### config.mk
export PLATFORM = sky130hd
export DESIGN_NAME = sop_seq_ctrl
export DESIGN_NICKNAME = d
export VERILOG_FILES = /design/src/rtl/sop_seq_ctrl.sv
export SDC_FILE = /design/constraint.sdc
export NUM_CORES = 1
export LEC_CHECK = 0
export BUFFER_PORTS_ARGS = -buffer_cell sky130_fd_sc_hd__buf_2
export CORE_MARGIN = 3
export CORE_UTILIZATION = 60
export DETAILED_ROUTE_END_ITERATION = 10
export PLACE_DENSITY = 0.85
export SYNTH_ARGS = -nofsm -noshare
export SYNTH_HDL_FRONTEND = slang
export SYNTH_SLANG_ARGS = --single-unit
### constraint.sdc
create_clock -name CLK -period 5 [get_ports CLK]
set_input_delay 0.5 -clock CLK [delete_from_list [all_inputs] [get_ports CLK]]
set_output_delay 0.5 -clock CLK [all_outputs]
set_load 0.005 [all_outputs]
### src/rtl/sop_seq_ctrl.sv
// 4-tap sum-of-products sequencer on one shared MAC; result valid 4 clocks after accept, held until out_ready.
// No new sample is taken while a result is pending. Optional `flush` port for the delay line: SOP_SEQ_FLUSH_EN.
module sop_seq_ctrl #(
   parameter int width = 4
) (
   input  logic                 CLK,
   input  logic                 RESET,
`ifdef SOP_SEQ_FLUSH_EN
   input  logic                 flush,
`endif
   input  logic                 in_valid,
   output logic                 in_ready,
   input  logic [width-1:0]     data_in,
   input  logic                 cfg_we,
   input  logic [1:0]           cfg_addr,
   input  logic [width:0]       cfg_data,
   output logic                 out_valid,
   input  logic                 out_ready,
   output logic [2*width+2:0]   out_data,
   output logic                 busy
);

   localparam int W_P = 2*width + 1;
   localparam int W_A = 2*width + 3;

   localparam logic [1:0] S_IDLE = 2'd0;
   localparam logic [1:0] S_MAC  = 2'd1;
   localparam logic [1:0] S_DONE = 2'd2;

   logic [1:0]       r_state;
   logic [1:0]       r_tap;
   logic [W_A-1:0]   r_acc;
   logic [W_A-1:0]   r_out_data;
   logic             r_out_valid;
   logic [width-1:0] r_x [4];
   logic [width:0]   r_c [4];

   logic             w_idle;
   logic             w_flush;
   logic             w_do_flush;
   logic             w_cfg_wr;
   logic             w_accept;
   logic [W_P-1:0]   w_prod;
   logic [W_A-1:0]   w_sum;

   always_comb begin
      w_idle = (r_state == S_IDLE);
`ifdef SOP_SEQ_FLUSH_EN
      w_flush = flush;
`else
      w_flush = 1'b0;
`endif
      w_do_flush = w_idle && w_flush;
      w_cfg_wr   = w_idle && cfg_we;
      in_ready   = w_idle && !cfg_we && !w_flush;
      w_accept   = in_valid && in_ready;
      w_prod     = W_P'(r_c[r_tap]) * W_P'(r_x[r_tap]);
      w_sum      = r_acc + W_A'(w_prod);
   end

   always_ff @(posedge CLK or negedge RESET) begin
      if (!RESET) begin
         r_state     <= S_IDLE;
         r_tap       <= 2'd0;
         r_acc       <= '0;
         r_out_data  <= '0;
         r_out_valid <= 1'b0;
         for (int i = 0; i < 4; i++) begin
            r_x[i] <= '0;
            r_c[i] <= '0;
         end
      end else begin
         case (r_state)
            S_IDLE: begin
               if (w_cfg_wr) begin
                  r_c[cfg_addr] <= cfg_data;
               end
               // flush outranks a sample; in_ready is already low then, so this is only a safeguard
               if (w_do_flush) begin
                  for (int i = 0; i < 4; i++) begin
                     r_x[i] <= '0;
                  end
               end else if (w_accept) begin
                  r_x[3]  <= r_x[2];
                  r_x[2]  <= r_x[1];
                  r_x[1]  <= r_x[0];
                  r_x[0]  <= data_in;
                  r_acc   <= '0;
                  r_tap   <= 2'd0;
                  r_state <= S_MAC;
               end
            end
            S_MAC: begin
               r_acc <= w_sum;
               r_tap <= r_tap + 2'd1;
               if (r_tap == 2'd3) begin
                  r_out_data  <= w_sum;
                  r_out_valid <= 1'b1;
                  r_state     <= S_DONE;
               end
            end
            S_DONE: begin
               if (r_out_valid && out_ready) begin
                  r_out_valid <= 1'b0;
                  r_state     <= S_IDLE;
               end
            end
            default: begin
               r_state <= S_IDLE;
            end
         endcase
      end
   end

   assign out_valid = r_out_valid;
   assign out_data  = r_out_data;
   assign busy      = (r_state != S_IDLE);

endmodule

==> impl_summary.txt <==
----------------------------------------------------
[Die]
  Die boundary width ... between 80 and 90 microns
  Number of cell rows ... 27
  Die area ... between 7000 and 8000 sq um
  Initial Utilization ... 0.641
  Number of top-level pins ... 30
  Floorplan Core Area ... around 5700 sq um
  Die height ... between 80 and 90 microns

[Logic synthesis]
  Synthesized flop and latch total ... 63
  Fraction of registers with async set/reset ... 1.00
  Number of synthesized flops with an enable pin ... 0
  Post-Syn Area per Cell ... between 10 and 15 sq um
  Register area share after synthesis ... 0.433
  Cell area after synthesis ... roughly 3600 sq um
  Number of nets in the synthesized netlist ... between 300 and 400
  Most frequently used flop master after synthesis ... dfrtp_1
  Yosys cell types ... 42
  Warning count from the yosys run ... 0
  Number of cells produced by synthesis ... 346

[Layout]
  Combined area of the multi-input logic cells ... roughly 1900 sq um
  Number of diodes added for antenna fixing ... 0
  Area growth syn-to-layout ... 11.4%
  Most common library cell in the layout ignoring fill and taps ... nand2_1
  Commonest cells after routing, fill and taps aside ... 76 x nand2_1, 63 x dfrtp_1, 32 x inv_1, 29 x buf_2, 21 x mux2_2
  Number of fillers in the final layout ... a little over 400
  Ratio of cells with drive above 1 in the final layout ... 0.228
  Fraction of the core area covered by cells at the end of the flow ... 0.715
  Total number of nets in the final design ... 424
  Reg area ... about 1600 sq um

[GRT]
  Gr ovfl total ... 0
  Vias in the first global route ... ~2,600
  Antenna violations before repair ... 0
  Maximum number of pins on one net before global-route repair ... 64
  Global-route usage over all layers ... 0.233
  Global-route wire length before repair ... 12.7 mm

[STA]
  Share of the clock period used by the worst path after layout ... 0.901
  Number of endpoints with negative hold slack in the final report ... 0
  Minimum setup slack in the final design ... roughly 500 ps
  Final critical path time including I/O delays and setup ... 4510 ps
  Peak Freq ... ~220 MHz
  Sum Neg Setup Slack ... 0 ps
  Clk_skew ... a little over 9 ps
  Setup violation total in the final timing report ... 0
  Count of final max-slew check failures ... 0
  Unrepaired setup endpoints after global routing ... false
  Pin slew with the least headroom to its limit ... about 830 ps
  Relative slew margins ... 0.444

[Outcome]
  Outcome ... finished clean

[Setup path]
  Flop-to-flop setup slack ... 490 ps
  Slowest library cell on the worst path ... mux4_2
  Critical Path AT ... 4700 ps
  Crit-path most repeated cell ... fa_1
  Worst setup path startpoint ... r_tap[0]
  Sequence of cells on the critical path ... mux4_2 > and2_1 > fa_1 > fa_1 > inv_1 > fa_1 > inv_1 > ha_1 > and3_1 > a221oi_2 > o21ai_1 > xnor2_1 > o21ai_1
  Reg-to-reg critical path startpoint ... r_tap[0]
  Endpoint type of the worst setup path ... flop
  RR Endpoint ... r_acc[9]
  Largest driver fanout on the critical path ... 8
  Delay of the slowest cell on the worst path ... 630 ps
  Data required time of the worst path ... 5200 ps
  Endpoint of the most critical setup path ... r_acc[9]
  CP Class ... reg -> reg
  Number of cells on the worst reg-to-reg path ... 13
  Critical path launch point type ... flop

[Routing]
  Ratio of routed vias to standard cells ... ~5.7
  Detail-routed net length per standard cell ... roughly 16 microns
  Starting DRC count in detailed routing ... ~160
  DRT antenna net count ... 0
  Post-detailed-route DRC marker count ... 0
  Total via count in the routed design ... between 2,000 and 3,000
  Aggregate routed wire length ... around 7.3 mm
  DR pass1 iterations ... 4

[Placed design]
  DP HPWL ... around 5.2 mm
  Global placement routability congestion ... just under 0.9
  # port buffers ... 29
  Post-placement setup slack ... roughly 460 ps

[CTS]
  # clock sinks ... 63
  Source-to-sink clock delay at the later pin of the worst-skew pair ... between 300 and 400 ps
  Post-CTS setup-driven buffer insertion count ... 0
  CTS Buf Count ... 9
  Post-cts hold buffer count ... 0
  Clock tree from TritonCTS ... yes
  Post-cts repair resize count ... 0
  Clock buffer depth ... 2
  Root buf cell ... clkbuf_8
  Register clock-pin slew on the reported worst setup and hold paths ... ~70 ps
  Number of H-tree levels ... 3

[Flow run]
  Number of max-cap violations ... 0

[Hold path]
  Type of the worst min-delay path ... in -> async

----------------------------------------------------
-- layer usage --
| metal | global-route usage | up-vias | part of all wire |
|---|---|---|---|
| met4 | 0.111 | 0 | 0.021 |
| met2 | 0.384 | 69 | 0.51 |
| met3 | 0.0494 | 13 | 0.051 |
| met1 | 0.294 | 1268 | 0.42 |
| met5 | 0 | - | 0 |
| li1 | - | 1212 | - |
-- cell usage after synthesis (2+ instances only) --
library cell  number  share of area
a21o_1             2         0.0041
a21oi_1            8          0.011
and2_1            18          0.031
and3_1             2         0.0034
buf_2              6         0.0083
buf_6              2         0.0062
clkbuf_1           3         0.0031
dfrtp_1           63           0.43
fa_1              12          0.066
ha_1              20          0.069
inv_1             32          0.033
mux2_2            21          0.065
mux2_4             2         0.0083
mux4_2             9          0.056
nand2_1           76          0.078
nand3_1            9          0.012
nand4_1            4         0.0069
nor2_1             7         0.0072
nor3_1             3         0.0041
o21ai_0           17          0.023
o21ai_1            4         0.0055
or3_1              2         0.0034
xnor2_1            2         0.0048
xor2_1             4         0.0096
-- worst min-delay path by stage --
| stage | start | to | cells past startpoint |
|---|---|---|---|
| final | RESET | r_acc[1] | 2 |
| after CTS | RESET | out_data[8] | 2 |
| after global placement | r_x[2] | r_x[2] | 2 |
| after detailed placement | r_x[2] | r_x[2] | 2 |
| after floorplan | RESET | out_data[0] | 0 |
| after global routing | data_in[2] | r_x[14] | 3 |
-- cells by family (layout without fill, tap and decap cells) --
kind of cell | Yosys count | after routing | synth area share
AO/OA/AOI/OAI | 39 | 39 | 0.0646
flip-flops | 63 | 63 | 0.433
multiplexers | 33 | 33 | 0.132
XOR/XNOR | 6 | 6 | 0.0144
adder cells (fa/ha/maj) | 32 | 32 | 0.135
AND/OR/NAND/NOR | 129 | 129 | 0.169
buffers and inverters | 44 | 79 | 0.0526
-- sequential cells by signal, indices dropped and copies added, names as in the netlist --
| signal | count |
|---|---|
| r_c | 20 |
| out_data | 11 |
| r_tap | 2 |
| r_state | 2 |
| out_valid | 1 |
| r_acc | 11 |
| r_x | 16 |
-- metrics by stage --
stage | hold slack (ps) | instances | area [sq um]
6_report | 301 | 453 | 4060
5_1_grt | 351 | 453 | 4060
4_1_cts | 334 | 453 | 4060
3_5_place_dp | 466 | 437 | 3820
3_3_place_gp | 456 | 437 | 3820
2_1_floorplan | 204 | 346 | 3640
-- layout make-up --
cell class	count	area share
multi-input cells	239	0.462
inverters	32	0.0296
well taps	72	0.0222
clock buffers	10	0.0315
repair buffers	31	0.0395
clock inverters	6	0.0268
flip-flops and latches	63	0.389
-- worst max-delay path, delay by kind of cell (launching register included) --
family                   cells  cell delay (ps)
AO/OA/AOI/OAI                3              530
flip-flops                   1              620
multiplexers                 1              630
adder cells (fa/ha/maj)      4             1920
AND/OR/NAND/NOR              2              390
buffers and inverters        2               90
XOR/XNOR                     1              190
Power is not shown: default switching activity piles up to over one toggle a cycle in this logic, so the estimate is an artifact.
